--- src/rtl/toysram_rf_2r1w_if.sv ---
// Request/response bundle for the toysram 2R1W register file.
// master = array-control side (drives requests), slave = register file.
interface toysram_rf_2r1w_if #(
  parameter int WIDTH = 12,
  parameter int DEPTH = 32,
  parameter int AW    = $clog2(DEPTH)
);
  logic             clr;
  logic             ready;
  logic             rd0_en;
  logic             rd1_en;
  logic [AW-1:0]    rd0_addr;
  logic [AW-1:0]    rd1_addr;
  logic [WIDTH-1:0] rd0_data;
  logic [WIDTH-1:0] rd1_data;
  logic             rd0_vld;
  logic             rd1_vld;
  logic             wr_en;
  logic [AW-1:0]    wr_addr;
  logic [WIDTH-1:0] wr_data;
  logic [1:0]       err;
  logic             err_clr;

  modport master (
    output clr, rd0_en, rd1_en, rd0_addr, rd1_addr, wr_en, wr_addr, wr_data, err_clr,
    input  ready, rd0_data, rd1_data, rd0_vld, rd1_vld, err
  );

  modport slave (
    input  clr, rd0_en, rd1_en, rd0_addr, rd1_addr, wr_en, wr_addr, wr_data, err_clr,
    output ready, rd0_data, rd1_data, rd0_vld, rd1_vld, err
  );
endinterface

--- src/rtl/toysram_rf_2r1w.sv ---
// DEPTH x WIDTH two-read/one-write register file with hardware clear sweep,
// registered read ports and sticky errors. Define TOYSRAM_RF_BYPASS_EN for write-through reads.
module toysram_rf_2r1w #(
  parameter int WIDTH = 12,
  parameter int DEPTH = 32
) (
  input logic              clk,
  input logic              rst_n,
  toysram_rf_2r1w_if.slave bus
);
  localparam int             AW       = $clog2(DEPTH);
  localparam logic [AW:0]    DEPTH_X  = (AW+1)'(DEPTH);
  localparam logic [AW-1:0]  PTR_LAST = AW'(DEPTH-1);

  typedef enum logic {S_INIT = 1'b0, S_RUN = 1'b1} state_t;

  state_t           r_state;
  state_t           w_state_nxt;
  logic [AW-1:0]    r_ptr;
  logic [AW-1:0]    w_ptr_nxt;
  logic [WIDTH-1:0] r_mem [DEPTH];
  logic [WIDTH-1:0] r_rd0_data;
  logic [WIDTH-1:0] r_rd1_data;
  logic             r_rd0_vld;
  logic             r_rd1_vld;
  logic [1:0]       r_err;
  logic [1:0]       w_err_set;
  logic [WIDTH-1:0] w_rd0_word;
  logic [WIDTH-1:0] w_rd1_word;
  logic             w_run;
  logic             w_init_wr;
  logic             w_rd0_ok;
  logic             w_rd1_ok;
  logic             w_wr_ok;

  function automatic logic addr_ok(input logic [AW-1:0] a);
    return {1'b0, a} < DEPTH_X;
  endfunction

  // State register: clear pointer and INIT/RUN
  always_ff @(posedge clk or negedge rst_n) begin
    if (!rst_n) begin
      r_state <= S_INIT;
      r_ptr   <= '0;
    end else begin
      r_state <= w_state_nxt;
      r_ptr   <= w_ptr_nxt;
    end
  end

  // Next state: sweep one word per cycle, clr restarts the sweep from word 0
  always_comb begin
    w_state_nxt = r_state;
    w_ptr_nxt   = r_ptr;
    case (r_state)
      S_INIT: begin
        if (bus.clr) begin
          w_ptr_nxt = '0;
        end else if (r_ptr == PTR_LAST) begin
          w_state_nxt = S_RUN;
          w_ptr_nxt   = '0;
        end else begin
          w_ptr_nxt = r_ptr + 1'b1;
        end
      end
      S_RUN: begin
        if (bus.clr) begin
          w_state_nxt = S_INIT;
          w_ptr_nxt   = '0;
        end
      end
      default: begin
        w_state_nxt = S_INIT;
        w_ptr_nxt   = '0;
      end
    endcase
  end

  // Output decode: ready comes straight from the state flop
  always_comb begin
    w_run     = (r_state == S_RUN);
    w_init_wr = (r_state == S_INIT);
  end

  assign w_rd0_ok = addr_ok(bus.rd0_addr);
  assign w_rd1_ok = addr_ok(bus.rd1_addr);
  assign w_wr_ok  = addr_ok(bus.wr_addr);

  // Read word select; out-of-range addresses read as zero
  always_comb begin
    w_rd0_word = '0;
    w_rd1_word = '0;
    if (w_rd0_ok) w_rd0_word = r_mem[bus.rd0_addr];
    if (w_rd1_ok) w_rd1_word = r_mem[bus.rd1_addr];
`ifdef TOYSRAM_RF_BYPASS_EN
    if (w_rd0_ok && bus.wr_en && (bus.wr_addr == bus.rd0_addr)) w_rd0_word = bus.wr_data;
    if (w_rd1_ok && bus.wr_en && (bus.wr_addr == bus.rd1_addr)) w_rd1_word = bus.wr_data;
`endif
  end

  always_comb begin
    w_err_set    = 2'b00;
    w_err_set[0] = w_run && ((bus.rd0_en && !w_rd0_ok) ||
                             (bus.rd1_en && !w_rd1_ok) ||
                             (bus.wr_en  && !w_wr_ok));
    w_err_set[1] = w_init_wr && (bus.rd0_en || bus.rd1_en || bus.wr_en);
  end

  // Read-port and error registers; read data holds when no request
  always_ff @(posedge clk or negedge rst_n) begin
    if (!rst_n) begin
      r_rd0_data <= '0;
      r_rd1_data <= '0;
      r_rd0_vld  <= 1'b0;
      r_rd1_vld  <= 1'b0;
      r_err      <= 2'b00;
    end else begin
      r_rd0_vld <= w_run && bus.rd0_en;
      r_rd1_vld <= w_run && bus.rd1_en;
      if (w_run && bus.rd0_en) r_rd0_data <= w_rd0_word;
      if (w_run && bus.rd1_en) r_rd1_data <= w_rd1_word;
      r_err <= (r_err & ~{2{bus.err_clr}}) | w_err_set;
    end
  end

  // Array: the clear sweep owns the write port during INIT
  always_ff @(posedge clk) begin
    if (w_init_wr) begin
      r_mem[r_ptr] <= '0;
    end else if (w_run && bus.wr_en && w_wr_ok) begin
      r_mem[bus.wr_addr] <= bus.wr_data;
    end
  end

  assign bus.ready    = w_run;
  assign bus.rd0_data = r_rd0_data;
  assign bus.rd1_data = r_rd1_data;
  assign bus.rd0_vld  = r_rd0_vld;
  assign bus.rd1_vld  = r_rd1_vld;
  assign bus.err      = r_err;
endmodule
--- src/flat_wrapper.sv ---
// flat-port wrapper written by rule: the top's interface ports become plain ports
module toysram_rf_2r1w_flat 
#(
  parameter int WIDTH = 12,
  parameter int DEPTH = 32
)
  (clk, rst_n, bus_clr, bus_rd0_en, bus_rd1_en, bus_rd0_addr, bus_rd1_addr, bus_wr_en, bus_wr_addr, bus_wr_data, bus_err_clr, bus_ready, bus_rd0_data, bus_rd1_data, bus_rd0_vld, bus_rd1_vld, bus_err);
  toysram_rf_2r1w_if #(.WIDTH(WIDTH), .DEPTH(DEPTH)) bus_i ();
  input logic clk;
  input logic rst_n;
  input wire logic [$bits(bus_i.clr)-1:0] bus_clr;
  input wire logic [$bits(bus_i.rd0_en)-1:0] bus_rd0_en;
  input wire logic [$bits(bus_i.rd1_en)-1:0] bus_rd1_en;
  input wire logic [$bits(bus_i.rd0_addr)-1:0] bus_rd0_addr;
  input wire logic [$bits(bus_i.rd1_addr)-1:0] bus_rd1_addr;
  input wire logic [$bits(bus_i.wr_en)-1:0] bus_wr_en;
  input wire logic [$bits(bus_i.wr_addr)-1:0] bus_wr_addr;
  input wire logic [$bits(bus_i.wr_data)-1:0] bus_wr_data;
  input wire logic [$bits(bus_i.err_clr)-1:0] bus_err_clr;
  output wire logic [$bits(bus_i.ready)-1:0] bus_ready;
  output wire logic [$bits(bus_i.rd0_data)-1:0] bus_rd0_data;
  output wire logic [$bits(bus_i.rd1_data)-1:0] bus_rd1_data;
  output wire logic [$bits(bus_i.rd0_vld)-1:0] bus_rd0_vld;
  output wire logic [$bits(bus_i.rd1_vld)-1:0] bus_rd1_vld;
  output wire logic [$bits(bus_i.err)-1:0] bus_err;
  assign bus_i.clr = bus_clr;
  assign bus_i.rd0_en = bus_rd0_en;
  assign bus_i.rd1_en = bus_rd1_en;
  assign bus_i.rd0_addr = bus_rd0_addr;
  assign bus_i.rd1_addr = bus_rd1_addr;
  assign bus_i.wr_en = bus_wr_en;
  assign bus_i.wr_addr = bus_wr_addr;
  assign bus_i.wr_data = bus_wr_data;
  assign bus_i.err_clr = bus_err_clr;
  assign bus_ready = bus_i.ready;
  assign bus_rd0_data = bus_i.rd0_data;
  assign bus_rd1_data = bus_i.rd1_data;
  assign bus_rd0_vld = bus_i.rd0_vld;
  assign bus_rd1_vld = bus_i.rd1_vld;
  assign bus_err = bus_i.err;
  toysram_rf_2r1w #(.WIDTH(WIDTH), .DEPTH(DEPTH)) u_core (.clk(clk), .rst_n(rst_n), .bus(bus_i));
endmodule
--- config.mk ---
export PLATFORM = sky130hd
export DESIGN_NAME = toysram_rf_2r1w_flat
export DESIGN_NICKNAME = d
export VERILOG_FILES = /design/src/rtl/toysram_rf_2r1w_if.sv /design/src/rtl/toysram_rf_2r1w.sv /design/src/flat_wrapper.sv
export SDC_FILE = /design/constraint.sdc
export NUM_CORES = 1
export LEC_CHECK = 0
export BUFFER_PORTS_ARGS = -buffer_cell sky130_fd_sc_hd__buf_2
export CORE_ASPECT_RATIO = 0.8
export CORE_MARGIN = 2
export CORE_UTILIZATION = 35
export DETAILED_ROUTE_END_ITERATION = 8
export GPL_TIMING_DRIVEN = 0
export SYNTH_ARGS = -nofsm -noshare
export SYNTH_HDL_FRONTEND = slang
export SYNTH_SLANG_ARGS = --single-unit
--- constraint.sdc ---
create_clock -name clk -period 4.1 [get_ports clk]
set_input_delay 0.205 -clock clk [delete_from_list [all_inputs] [get_ports clk]]
set_output_delay 0.205 -clock clk [all_outputs]
set_load 0.02 [all_outputs]
Word-level counts from Yosys, hierarchy flattened
Memory sizes are Yosys's and may differ from the RTL's. A register that Yosys moved wholly into a read port is not among the register bits.
Index checks and enable logic that the tools add are counted.
{ "word_totals": {"ramBits": 384, "latchBits": 0, "mem_bits_ro": 0, "memories": 1, "regBits": 10, "word_cells": 37, "output_inout_bits": 29, "input_bits": 34} }
{ "classes": {"bitwise_logic": 4, "mux": 15, "magnitude_cmp": 0, "shifts": 0, "multipliers": 0, "add_sub_neg": 1, "n_reduce_logical": 9, "div": 0, "n_eq_ne": 2} }
{ "memory_table": {"columns": ["memory", "depth", "word_bits", "read_ports", "rd_clocked_by_memory_dff", "wr", "line_no", "text"], "rows": [
  ["u_core.r_mem", 32, 12, 2, 2, 1, "toysram_rf_2r1w.sv:21", "logic [WIDTH-1:0] r_mem [DEPTH];"]
]} }
{ "op_table": {"columns": ["op", "n"], "rows": [
  ["2-to-1 mux 5 bit", 4],
  ["2-to-1 mux 12 bit", 1],
  ["OR reduction 12 bit", 1],
  ["one-hot mux 5 bit (2 select lines)", 1],
  ["2-to-1 mux 1 bit", 8],
  ["adder 5 x 1 -> 5 bit, second input constant", 1],
  ["equality test 5 bit, second input constant", 1],
  ["logical AND 1 bit", 4],
  ["bitwise AND 2 bit", 1],
  ["logical NOT 1 bit", 2],
  ["logical OR 1 bit", 2],
  ["inequality test 2 bit, second input constant", 1],
  ["inverter 2 bit", 1],
  ["OR 2 bit", 1],
  ["one-hot mux 1 bit (2 select lines)", 1],
  ["inverter 1 bit", 1]
]} }

Longest topological paths before layout
Gate-level depths: netlist of the first run.
{ "depth": {"ltp_word": 6, "ltp_mapped": 8, "depth_no_buf": 6} }

Worst setup path before layout of the first run
Ideal clock, no wire load.
{ "synth_timing": {"kind": "register -> register", "from": "register u_core.r_state (netlist: u_core.bus.ready)", "to": "memory u_core.r_mem[0][10], data pin", "arrival_time_ps": 1833, "n_path_buf": 3, "period_less_slack_ps": 2117, "slack_ps": 1983, "path_stages_with_launch": 5, "setup_ps": 284, "t_required_ps": 3816, "cell_sequence": "dfrtp_1 -> clkbuf_1 -> buf_1 -> clkbuf_1 -> and3_1"} }
{ "synth_via": {"elab_chain_len": 6} }
{ "synth_rtl": {"columns": ["item", "line_no", "text"], "rows": [
  ["start: declaration", "toysram_rf_2r1w.sv:17", "state_t r_state;"],
  ["start signal: assignment", "toysram_rf_2r1w.sv:46", "r_state <= w_state_nxt;"],
  ["logical AND 1 bit", "toysram_rf_2r1w.sv:130", "end else if (w_run && bus.wr_en && w_wr_ok) begin"],
  ["2-to-1 mux 1 bit", "toysram_rf_2r1w.sv:130", null],
  ["2-to-1 mux 1 bit (*)", "toysram_rf_2r1w.sv:128", "if (w_init_wr) begin"],
  ["2-to-1 mux 1 bit (implied by the code) (*)", "toysram_rf_2r1w.sv:131", "r_mem[bus.wr_addr] <= bus.wr_data;"],
  ["OR reduction 12 bit (no line) (*)", null, null],
  ["2-to-1 mux 12 bit (no line) (*)", null, null],
  ["end: declaration", "toysram_rf_2r1w.sv:21", null]
]} }
Every way passes the cells marked *; elsewhere a longest branch is shown, timed or not.

Worst setup path after layout of the first run
{ "layout_timing": {"from": "register u_core.r_state (netlist: u_core.bus.ready)", "to": "memory u_core.r_mem[19][8] (enable)"} }
{ "layout_via": {"elab_chain_len": 6, "elab_cells_between_ends": 8, "classes_between": "mux: 6; reduce/logical: 2"} }
{ "layout_rtl": {"columns": ["item", "line_no"], "rows": [
  ["logical AND 1 bit", "toysram_rf_2r1w.sv:130"],
  ["2-to-1 mux 1 bit", "toysram_rf_2r1w.sv:130"],
  ["2-to-1 mux 1 bit", "toysram_rf_2r1w.sv:128"],
  ["2-to-1 mux 1 bit (implied by the code)", "toysram_rf_2r1w.sv:131"],
  ["OR reduction 12 bit (no line)", null],
  ["2-to-1 mux 5 bit (no line) / 2-to-1 mux 1 bit (equally long branches)", null]
]} }
Several ways; a longest one is shown, not always the timed one.

==> summary.txt, run 1 <==
GR met2 Demand/Resource = 36.1%
Sequential cell area fraction in the yosys report = 62.0%
Commonest non-fill, non-tap cell in the layout = sky130_fd_sc_hd__mux2i_1
Total number of clock tree sinks = 418
Longest individual stage delay on the worst path = 1.31 ns
Cell-internal power = 0.00724 W
Vias post-DR = 13,551
Setup Buffers After CTS = 0
Top library cells by usage in the layout, fill and taps aside = sky130_fd_sc_hd__mux2i_1 (387), sky130_fd_sc_hd__edfxtp_1 (384), sky130_fd_sc_hd__a22oi_1 (96)
Initial DRC Count = 1,847
GRT overflow = 0
Crit-path max FO = 12
Worst-margin pin slew = 1.45 ns
Synthesized Nets = 1,373
WS Path Type = flip-flop to flip-flop
Run status = complete, no violations
Total I/O pin count = 63
Number of placement rows = 78
Area share of the largest cell type after synthesis = 57.7%
M3 GR Usage = 8.59%
Clock network fraction of total power = 40.5%
Count of unique library cells instantiated by Yosys = 37
LEAKAGE = 8.92 nW
Total of max-cap violations = 0
Mean cell area of the mapped netlist = 14.9 µm²
Share of the clock period used by the worst path = 76.1%
Cell Count Post-Placement = 2,156
Die width = 271 µm
Antenna viol nets, final = 0
Netlist area before placement = 20,000 µm²
Cell taking the most area after synthesis = sky130_fd_sc_hd__edfxtp_1
Overall die area = 59,000 µm²
Core occupancy in the finished layout = 40.1%
Final hold slack = 0.177 ns
Clock tree skew after final layout = 0.0284 ns
Relative contribution of sequential cells to total power = 49.2%
Endpoints failing hold = 0
Worst relative slew slack = 2.71%
Synthesized flop and latch total = 418
Count of filler cells inserted in the layout = 5,248
Antenna violations before repair = 3
Routability cong. = 1.04
Peak supply drop = 0.252 mV
Storage element area = 12,400 µm²
Clock Tree Buf Depth = 3
Worst Path Arrival = 3.29 ns
Drt drc = 0
Effective utilization at floorplan = 35.3%
Maximum number of pins on one net before global-route repair = 35
Accumulated negative setup slack = 0 ns
First-pass GRT wire length = 101,000 µm
Wire length per cell = 32.6 µm
Final worst-path setup slack = 0.978 ns
Ys async rst share = 8.13%
Via count of the first global-routing pass = 13,392
Synth-to-layout area growth = 13.6%
Busiest metal layer after global routing = met2
RSZ-0062 raised after global routing = no
Top achievable clock speed = 0.320 GHz
Synth top area cells = sky130_fd_sc_hd__edfxtp_1 (58%), sky130_fd_sc_hd__mux2i_1 (19%), sky130_fd_sc_hd__dfrtp_1 (4.3%)
Endpoints failing setup = 0
Final std cells w/o fill = 2,244
Drt pass-1 iters = 6
Cells after Synth = 1,337
Critical path required time = 4.27 ns
DP Wirelength = 49,900 µm
Final Critical Period = 3.12 ns
Total CTS buffers = 42
Number of warnings printed during yosys synthesis = 0
Dominant register cell in the synthesized netlist = sky130_fd_sc_hd__edfxtp_1
Number of enable flip-flop cells after synthesis = 384
Slowest stage cell on the critical path = sky130_fd_sc_hd__nor2_1
P_sw = 0.00241 W
DP Worst Slack = 0.976 ns
Proportion of layout cells with a drive suffix above 1 = 14.0%
Clock tree from TritonCTS = done
Count of pins over their slew limit = 0
GR Layer Usage met1 = 33.9%
Skew-Pair Late Insertion Delay = 0.57 ns
Total GRT Usage = 24.5%
Hold WC Path Type = primary input to flip-flop
Final-stage net count = 1,483
Vias per cell = 6.04
Share of total power consumed by net switching = 25.0%
Number of H-tree branching levels = 2
Total area of multi-input combinational cells = 6910 µm²
Crit-path cells = clkbuf_1 > a41oi_1 > nor2_1
Number of buffers inserted by port buffering = 59
Kind of end point of the critical path = flip-flop
Clock-pin slew reported for the worst setup and hold paths after clock tree synthesis = 0.06 ns
Total core area = 56,600 µm²
Cell at the root of the clock tree = sky130_fd_sc_hd__clkbuf_16
Fraction of power consumed by combinational cells = 10.3%
Critical Path Start Type = flip-flop
Die H = 218 µm
WL final = 73,200 µm
Total power density per cell area = 425 nW/µm²
-- flip-flops by register name, indices dropped and copies added, names as in the netlist --
register,cells
u_core.bus.rd0_data,12
u_core.r_ptr,5
u_core.bus.err,2
u_core.bus.rd0_vld,1
u_core.bus.rd1_vld,1
u_core.r_mem,384
u_core.bus.ready,1
u_core.bus.rd1_data,12
-- worst max-delay path, delay by kind of cell (launching register included) --
kind | cells | cell delay, ns
buf+inv | 1 | 0.32
flops | 1 | 0.39
simple gates | 1 | 1.31
compound gates | 1 | 0.69
-- layout make-up --
cell class	count	share of cell area [%]
Buffer	101	3.18
Clock buffer	64	5.36
Timing Repair Buffer	66	1.60
Tap cell	760	4.19
Inverter	3	0.0496
Sequential cell	418	54.5
Clock inverter	14	0.612
Antenna cell	3	0.0331
Multi-Input combinational cell	815	30.4
-- power by group through the flow --
stage,combinational (W),clock (W),sequential (W)
after floorplan,0.000535,0,0.00482
after global placement,0.000946,0,0.00482
after detailed placement,0.000952,0,0.00483
after CTS,0.000958,0.00392,0.00474
after global routing,0.00101,0.00410,0.00474
final,0.000994,0.00391,0.00474
-- cells in the mapped netlist, types with 2 or more instances --
master,instances
sky130_fd_sc_hd__a21oi_1,52
sky130_fd_sc_hd__a221oi_1,42
sky130_fd_sc_hd__a221oi_2,6
sky130_fd_sc_hd__a22o_1,48
sky130_fd_sc_hd__a22oi_1,96
sky130_fd_sc_hd__a31oi_1,2
sky130_fd_sc_hd__and2_1,2
sky130_fd_sc_hd__and3_1,13
sky130_fd_sc_hd__buf_1,2
sky130_fd_sc_hd__buf_12,10
sky130_fd_sc_hd__buf_4,22
sky130_fd_sc_hd__buf_6,10
sky130_fd_sc_hd__buf_8,2
sky130_fd_sc_hd__clkbuf_1,55
sky130_fd_sc_hd__dfrtp_1,34
sky130_fd_sc_hd__edfxtp_1,384
sky130_fd_sc_hd__ha_1,2
sky130_fd_sc_hd__inv_1,3
sky130_fd_sc_hd__mux2i_1,387
sky130_fd_sc_hd__nand2_1,40
sky130_fd_sc_hd__nand2b_1,6
sky130_fd_sc_hd__nand3b_1,3
sky130_fd_sc_hd__nor2_1,43
sky130_fd_sc_hd__nor2b_1,7
sky130_fd_sc_hd__nor3_1,3
sky130_fd_sc_hd__o21ai_0,5
sky130_fd_sc_hd__o22ai_1,25
sky130_fd_sc_hd__o41ai_1,10
sky130_fd_sc_hd__o41ai_2,14
sky130_fd_sc_hd__or2_2,2
-- stage by stage --
stage	power (W)	area, µm²
after floorplan	0.00536	20000
after global placement	0.00577	21200
after detailed placement	0.00578	21200
after CTS	0.00961	22700
after global routing	0.00985	22700
final	0.00965	22700
-- what timing repair did --
action / in CTS / in global routing
hold buffers: 5 / 0
gates resized for setup: 0 / 0
setup endpoints to repair: 0 / 0
endpoints found under the hold margin: 42 / 0
-- kinds of logic (layout without fill, tap and decap cells) --
logic type	Yosys count	count (layout)	share of synthesized area, %
buffers and inverters	104	248	3.67
AOI/OAI and AO/OA	303	303	12.0
and+or+nand+nor	122	122	2.81
adders and majority gates	2	2	0.125
DFF	418	418	62.0
other	0	3	0
muxes	388	388	19.4
-- per-layer routing --
| layer | wire (µm) | part of all wire [%] |
|---|---|---|
| met1 | 30900 | 42 |
| met2 | 31000 | 42 |
| met3 | 9050 | 12 |
| met4 | 2260 | 3.1 |
| met5 | 0 | 0 |
-- path summary, 6_finish.rpt --
| kind | startpoint | end | slack (ns) | cells past startpoint |
|---|---|---|---|---|
| max | u_core.bus.ready | u_core.r_mem[19][8] | 0.98 | 3 |
| min | bus_rd0_addr[3] | u_core.bus.rd0_data[4] | 0.18 | 4 |
| max reg2reg | u_core.bus.ready | u_core.r_mem[19][8] | 0.98 | 3 |
| min reg2reg | u_core.bus.rd0_data[8] | u_core.bus.rd0_data[8] | 0.50 | 2 |
| max in group asynchronous | rst_n | u_core.bus.rd0_data[11] | 3.08 | 2 |
| min in group asynchronous | rst_n | u_core.bus.rd1_vld | 0.36 | 2 |
No activity file was read; power rests on OpenSTA's default activity.
==> inputs of run 2 (changes only) <==
==> constraint.sdc (replaced) <==
create_clock -name clk -period 2.99 [get_ports clk]
set_input_delay 0.1495 -clock clk [delete_from_list [all_inputs] [get_ports clk]]
set_output_delay 0.1495 -clock clk [all_outputs]
set_load 0.02 [all_outputs]
==> run 2 against run 1 <==
Against the previous run:
- sequential power is 37% higher
- clock power is 37% higher
- critical path depth is the same
- largest cell class unchanged
- critical endpoint is now u_core.r_mem[27][8]
- non-clock buffer count is 4 higher
==> summary.txt, run 2 (synthesized netlist as in run 1, its figures left out) <==
Top library cells by usage in the layout, fill and taps aside = sky130_fd_sc_hd__mux2i_1 (387), sky130_fd_sc_hd__edfxtp_1 (384), sky130_fd_sc_hd__a22oi_1 (96)
Antenna violations before repair = 3 (unchanged)
Number of flip-flops under the largest register name = 384 (unchanged)
Number of H-tree branching levels = 2 (unchanged)
Hold WC Path Type = primary input to flip-flop
Clock Tree Buf Depth = 3 (unchanged)
Total GRT Usage = 24.4% (about the same)
First-pass GRT wire length = 101,000 µm (about the same)
RSZ-0062 raised after global routing = no
Die width = 271 µm (unchanged)
Commonest non-fill, non-tap cell in the layout = sky130_fd_sc_hd__mux2i_1
Longest individual stage delay on the worst path = 1.00 ns (-0.31 ns)
DP Wirelength = 49,900 µm (unchanged)
Endpoints failing setup = 0 (unchanged)
Share of the clock period used by the worst path = 94.1% (+18 points)
Effective utilization at floorplan = 35.3% (unchanged)
Maximum number of pins on one net before global-route repair = 35 (unchanged)
Total area of multi-input combinational cells = 6930 µm² (+0.20%)
Drt pass-1 iters = 6 (unchanged)
Antenna viol nets, final = 0 (unchanged)
Final Critical Period = 2.81 ns (-0.309 ns)
Total number of clock tree sinks = 418 (unchanged)
Clock tree skew after final layout = 0.0244 ns (-0.00395 ns)
Wire length per cell = 32.6 µm (about the same)
Peak supply drop = 0.346 mV (+37%)
Accumulated negative setup slack = 0 ns (unchanged)
Total of max-cap violations = 0 (unchanged)
Storage element area = 12,400 µm² (unchanged)
LEAKAGE = 8.94 nW (+0.23%)
Synth-to-layout area growth = 13.8%
Clock-pin slew reported for the worst setup and hold paths after clock tree synthesis = 0.06 ns (about the same)
Final-stage net count = 1,487 (+0.27%)
Final hold slack = 0.122 ns (-0.0547 ns)
Skew-Pair Late Insertion Delay = 0.57 ns (about the same)
Overall die area = 59,000 µm² (unchanged)
Number of buffers inserted by port buffering = 59 (unchanged)
Cell at the root of the clock tree = sky130_fd_sc_hd__clkbuf_16
Routability cong. = 1.04 (unchanged)
Worst-margin pin slew = 1.45 ns (+0.000729 ns)
Delay-heaviest family, CP = simple AND/OR/NAND/NOR gates
Clock tree from TritonCTS = done
DP Worst Slack = -0.134 ns (-1.11 ns)
Initial DRC Count = 1,867 (+1.1%)
Worst reg2reg startpoint = u_core.bus.ready
WS Path Type = flip-flop to flip-flop
Final Instance Area = 22,700 µm² (+0.18%)
Combined buffer and inverter count along the critical path = 1 (unchanged)
Proportion of layout cells with a drive suffix above 1 = 14.5% (+0.50 points)
Count of filler cells inserted in the layout = 5,243 (-0.095%)
Reg with most FFs = u_core.r_mem
Worst Path Arrival = 2.99 ns (-0.30 ns)
Critical path required time = 3.17 ns (-1.10 ns)
Via count of the first global-routing pass = 13,388 (-0.030%)
Total CTS buffers = 42 (unchanged)
Endpoints failing hold = 0 (unchanged)
GRT overflow = 0 (unchanged)
Crit-path max FO = 12 (unchanged)
Top achievable clock speed = 0.356 GHz (+11%)
Critical Path Start = u_core.bus.ready
Vias per cell = 6.06 (+0.30%)
Final total power = 0.0132 W (+37%)
Post-placement cell area = 21,200 µm² (unchanged)
Count of pins over their slew limit = 0 (unchanged)
Slowest stage cell on the critical path = sky130_fd_sc_hd__nor2_2
Critical Path Start Type = flip-flop
Worst min-delay path startpoint = bus_rd0_addr[3]
Run status = complete, no violations
Drt drc = 0 (unchanged)
Vias post-DR = 13,616 (+0.48%)
WL final = 73,400 µm (+0.21%)
Crit-path cells = clkbuf_1 > a41oi_1 > nor2_2
Total I/O pin count = 63 (unchanged)
Die H = 218 µm (unchanged)
Kind of end point of the critical path = flip-flop
Total core area = 56,600 µm² (unchanged)
Final worst-path setup slack = 0.177 ns (-0.801 ns)
Number of placement rows = 78 (unchanged)
Worst relative slew slack = 1.83% (-0.87 points)
Total power density per cell area = 582 nW/µm² (+37%)
[run 2: area by class of cell]
class	count	area share [%]
Clock buffer	64	5.35
Antenna cell	3	0.0330
Clock inverter	14	0.611
Buffer	101	3.17
Sequential cell	418	54.4
Timing Repair Buffer	70	1.72
Multi-Input combinational cell	815	30.4
Tap cell	760	4.18
Inverter	3	0.0495
[run 2: power breakdown]
part	total [W]	switching, W	internal (W)
logic	0.00136	0.000907	0.000458
clock network	0.00537	0.00230	0.00307
registers	0.00650	0.000100	0.00640
total	0.0132	0.00331	0.00993
[run 2: worst paths after layout]
check                                          end  slack [ns]  depth (start not counted)
max                            u_core.r_mem[27][8]        0.18                          3
min in group asynchronous       u_core.bus.rd1_vld        0.30                          2
min reg2reg                 u_core.bus.rd0_data[8]        0.50                          2
min                         u_core.bus.rd0_data[4]        0.12                          4
max reg2reg                    u_core.r_mem[27][8]        0.18                          3
max in group asynchronous  u_core.bus.rd0_data[11]        2.03                          2
[run 2: routing by layer]
metal  share of wire (%)  vias to the layer above  GRT usage [%]  routed length, µm
met2                  42                      789           35.9              30900
met5                   0                        -              0                  0
li1                    -                     5654              -                  -
met4                 3.1                        0           7.34               2280
met3                  12                      144           8.38               8710
met1                  43                     7029           34.0              31500
[run 2: metrics by stage]
step           cells  util (%)
2_1_floorplan   1337         -
3_3_place_gp    2156      37.5
3_5_place_dp    2156      37.5
4_1_cts         2239      40.0
5_1_grt         2245      40.2
6_report        2248      40.2
[run 2: timing repair]
action | 4_1_cts | 5_1_grt
hold buffers | 5 | 0
pin swaps | 0 | 4
setup endpoints to repair | 109 | 212
setup buffers | 0 | 5
gates resized for setup | 4 | 4
hold endpoints to repair | 42 | 0
[run 2: worst register-to-register path, stage by stage, from the launching register on]
cell,delay [ns]
sky130_fd_sc_hd__dfrtp_1,0.39
sky130_fd_sc_hd__clkbuf_1,0.33
sky130_fd_sc_hd__a41oi_1,0.70
sky130_fd_sc_hd__nor2_2,1.01
==> inputs of run 3 (changes only) <==
--- a/config.mk
+++ b/config.mk
@@ -7,8 +7,8 @@
 export LEC_CHECK = 0
 export BUFFER_PORTS_ARGS = -buffer_cell sky130_fd_sc_hd__buf_2
 export CORE_ASPECT_RATIO = 0.8
-export CORE_MARGIN = 2
-export CORE_UTILIZATION = 35
+export CORE_UTILIZATION = 40
+export CTS_BUF_LIST = sky130_fd_sc_hd__clkbuf_8
 export DETAILED_ROUTE_END_ITERATION = 8
 export GPL_TIMING_DRIVEN = 0
 export SYNTH_ARGS = -nofsm -noshare
==> run 3 against run 2 <==
Against the previous run:
- the run now ends with max-capacitance violations, max-slew violations, negative setup slack left
- total power down 4.5%
- via count increased by 1.8%
- non-clock buffer count rose by 5
- first-iteration DRC count down 4.5%
- largest cell class unchanged
==> summary.txt, run 3 (synthesized netlist as in run 1, its figures left out) <==
Crit-path cells = clkbuf_1 > nor3b_1 > a31oi_1 > nor2_1
Via count of the first global-routing pass = 13,457 (+0.52%)
Longest individual stage delay on the worst path = 0.98 ns (-0.02 ns)
Synth-to-layout area growth = 13.1%
Post-placement cell area = 21,200 µm² (-0.31%)
Count of filler cells inserted in the layout = 4,357 (-17%)
Share of the clock period used by the worst path = 100% (+6.2 points)
Critical Path Start Type = flip-flop
Slowest stage cell on the critical path = sky130_fd_sc_hd__a31oi_1
Total number of clock tree sinks = 418 (unchanged)
Core occupancy in the finished layout = 46.3% (+6.1 points)
Clock tree from TritonCTS = done
Total power density per cell area = 560 nW/µm² (-3.8%)
Violations in the final reports = max-capacitance violations, max-slew violations, negative setup slack
Worst relative slew slack = -3.49% (-5.3 points)
Maximum number of pins on one net before global-route repair = 35 (unchanged)
Vias post-DR = 13,859 (+1.8%)
Final Instance Area = 22,600 µm² (-0.68%)
Critical path required time = 3.16 ns (about the same)
Die width = 252 µm (-7.1%)
Final worst-path setup slack = -0.00809 ns (-0.185 ns)
Number of H-tree branching levels = 3 (+1)
Drt pass-1 iters = 6 (unchanged)
Reg with most FFs = u_core.r_mem
LEAKAGE = 9.06 nW (+1.4%)
Crit-path max FO = 12 (unchanged)
Worst-margin pin slew = 1.53 ns (+0.0788 ns)
Number of placement rows = 72 (-7.7%)
Top library cells by usage in the layout, fill and taps aside = sky130_fd_sc_hd__mux2i_1 (387), sky130_fd_sc_hd__edfxtp_1 (384), sky130_fd_sc_hd__a22oi_1 (96)
Total GRT Usage = 28.0% (+3.6 points)
Effective utilization at floorplan = 40.9% (+5.6 points)
Top achievable clock speed = 0.334 GHz (-6.2%)
Die H = 202 µm (-7.3%)
Total CTS buffers = 67 (+60%)
Hold WC Path Type = primary input to flip-flop
Total of max-cap violations = 2 (+2)
Total I/O pin count = 63 (unchanged)
Drt drc = 0 (unchanged)
First-pass GRT wire length = 98,400 µm (-2.4%)
Proportion of layout cells with a drive suffix above 1 = 16.0% (+1.4 points)
Clock Tree Buf Depth = 3 (unchanged)
Overall die area = 50,900 µm² (-14%)
Final-stage net count = 1,517 (+2.0%)
Clock-pin slew reported for the worst setup and hold paths after clock tree synthesis = 0.06 ns (about the same)
Endpoints failing setup = 6 (+6)
Peak supply drop = 0.359 mV (+3.8%)
Kind of end point of the critical path = flip-flop
Commonest non-fill, non-tap cell in the layout = sky130_fd_sc_hd__mux2i_1
Endpoints failing hold = 0 (unchanged)
Cell at the root of the clock tree = sky130_fd_sc_hd__clkbuf_8
WS Path Type = flip-flop to flip-flop
Count of pins over their slew limit = 9 (+9)
Skew-Pair Late Insertion Delay = 0.63 ns (+0.06 ns)
Number of buffers inserted by port buffering = 59 (unchanged)
Final hold slack = 0.0315 ns (-0.0906 ns)
Antenna violations before repair = 0 (-3)
Worst Path Arrival = 3.17 ns (+0.18 ns)
Total core area = 48,800 µm² (-14%)
Final Critical Period = 3.00 ns (+0.185 ns)
Clock tree skew after final layout = 0.0289 ns (+0.00445 ns)
RSZ-0062 raised after global routing = no
WL final = 72,100 µm (-1.7%)
Routability cong. = 1.02 (-2.0%)
GRT overflow = 0 (unchanged)
Run status = finished, violations left
Number of flip-flops under the largest register name = 384 (unchanged)
Antenna viol nets, final = 0 (unchanged)
Initial DRC Count = 1,783 (-4.5%)
Final total power = 0.0126 W (-4.5%)
Wire length per cell = 32.7 µm (+0.26%)
Vias per cell = 6.29 (+3.8%)
DP Wirelength = 48,900 µm (-1.9%)
==> run 3: worst paths after layout <==
kind	start	to	slack (ns)	cells past startpoint
setup / recovery	u_core.bus.ready	u_core.r_mem[14][10]	-0.008	4
hold / removal	bus_rd0_addr[4]	u_core.bus.rd0_data[4]	0.03	4
setup reg to reg	u_core.bus.ready	u_core.r_mem[14][10]	-0.008	4
hold reg to reg	u_core.bus.rd0_data[10]	u_core.bus.rd0_data[10]	0.49	2
max in group asynchronous	rst_n	u_core.bus.rd0_vld	2.14	2
min in group asynchronous	rst_n	u_core.bus.rd0_data[3]	0.22	2
==> run 3: timing repair <==
action | 4_1_cts | 5_1_grt
pin swaps | 3 | 2
gates resized for setup | 4 | 5
setup buffers | 4 | 2
endpoints found under the setup margin | 114 | 143
hold endpoints to repair | 42 | 0
hold buffers | 5 | 0
==> run 3: metal layers <==
layer,global-route usage (%),wire (µm),up-vias
met5,4.38,312,-
met4,9.94,2670,4
met3,11.4,9010,178
met2,40.1,30400,887
met1,37.9,29700,7076
li1,-,-,5714
==> run 3: worst max-delay path: cells and delay by family, from the launching register on <==
| kind | cells | cell delay, ns |
|---|---|---|
| and+or+nand+nor | 2 | 0.84 |
| DFF | 1 | 0.38 |
| buffers and inverters | 1 | 0.35 |
| AOI/OAI and AO/OA | 1 | 0.98 |
==> run 3: layout make-up <==
type / count / area [µm²] / area share (%)
multi-input combinational: 815 / 6920 / 30.6
tap: 666 / 833 / 3.69
inverter: 3 / 11.3 / 0.0498
clock buffer: 77 / 1060 / 4.69
buffer: 101 / 722 / 3.20
sequential: 418 / 12400 / 54.8
clock inverter: 44 / 201 / 0.892
timing repair buffer: 75 / 450 / 1.99
antenna: 5 / 12.5 / 0.0554
==> run 3: through the flow <==
stage	setup slack (ns)	instances	setup TNS, ns
final	-0.00809	2204	-0.0135
after global routing	0.000489	2199	0
after CTS	-0.0409	2195	-0.700
after detailed placement	-0.262	2065	-3.94
after global placement	-0.168	2062	-8.05
after floorplan	0.873	1337	0
==> run 3: where the power goes <==
group / switching (W) / internal, W
sequential: 0.0000928 / 0.00640
combinational: 0.000906 / 0.000458
clock: 0.00235 / 0.00243
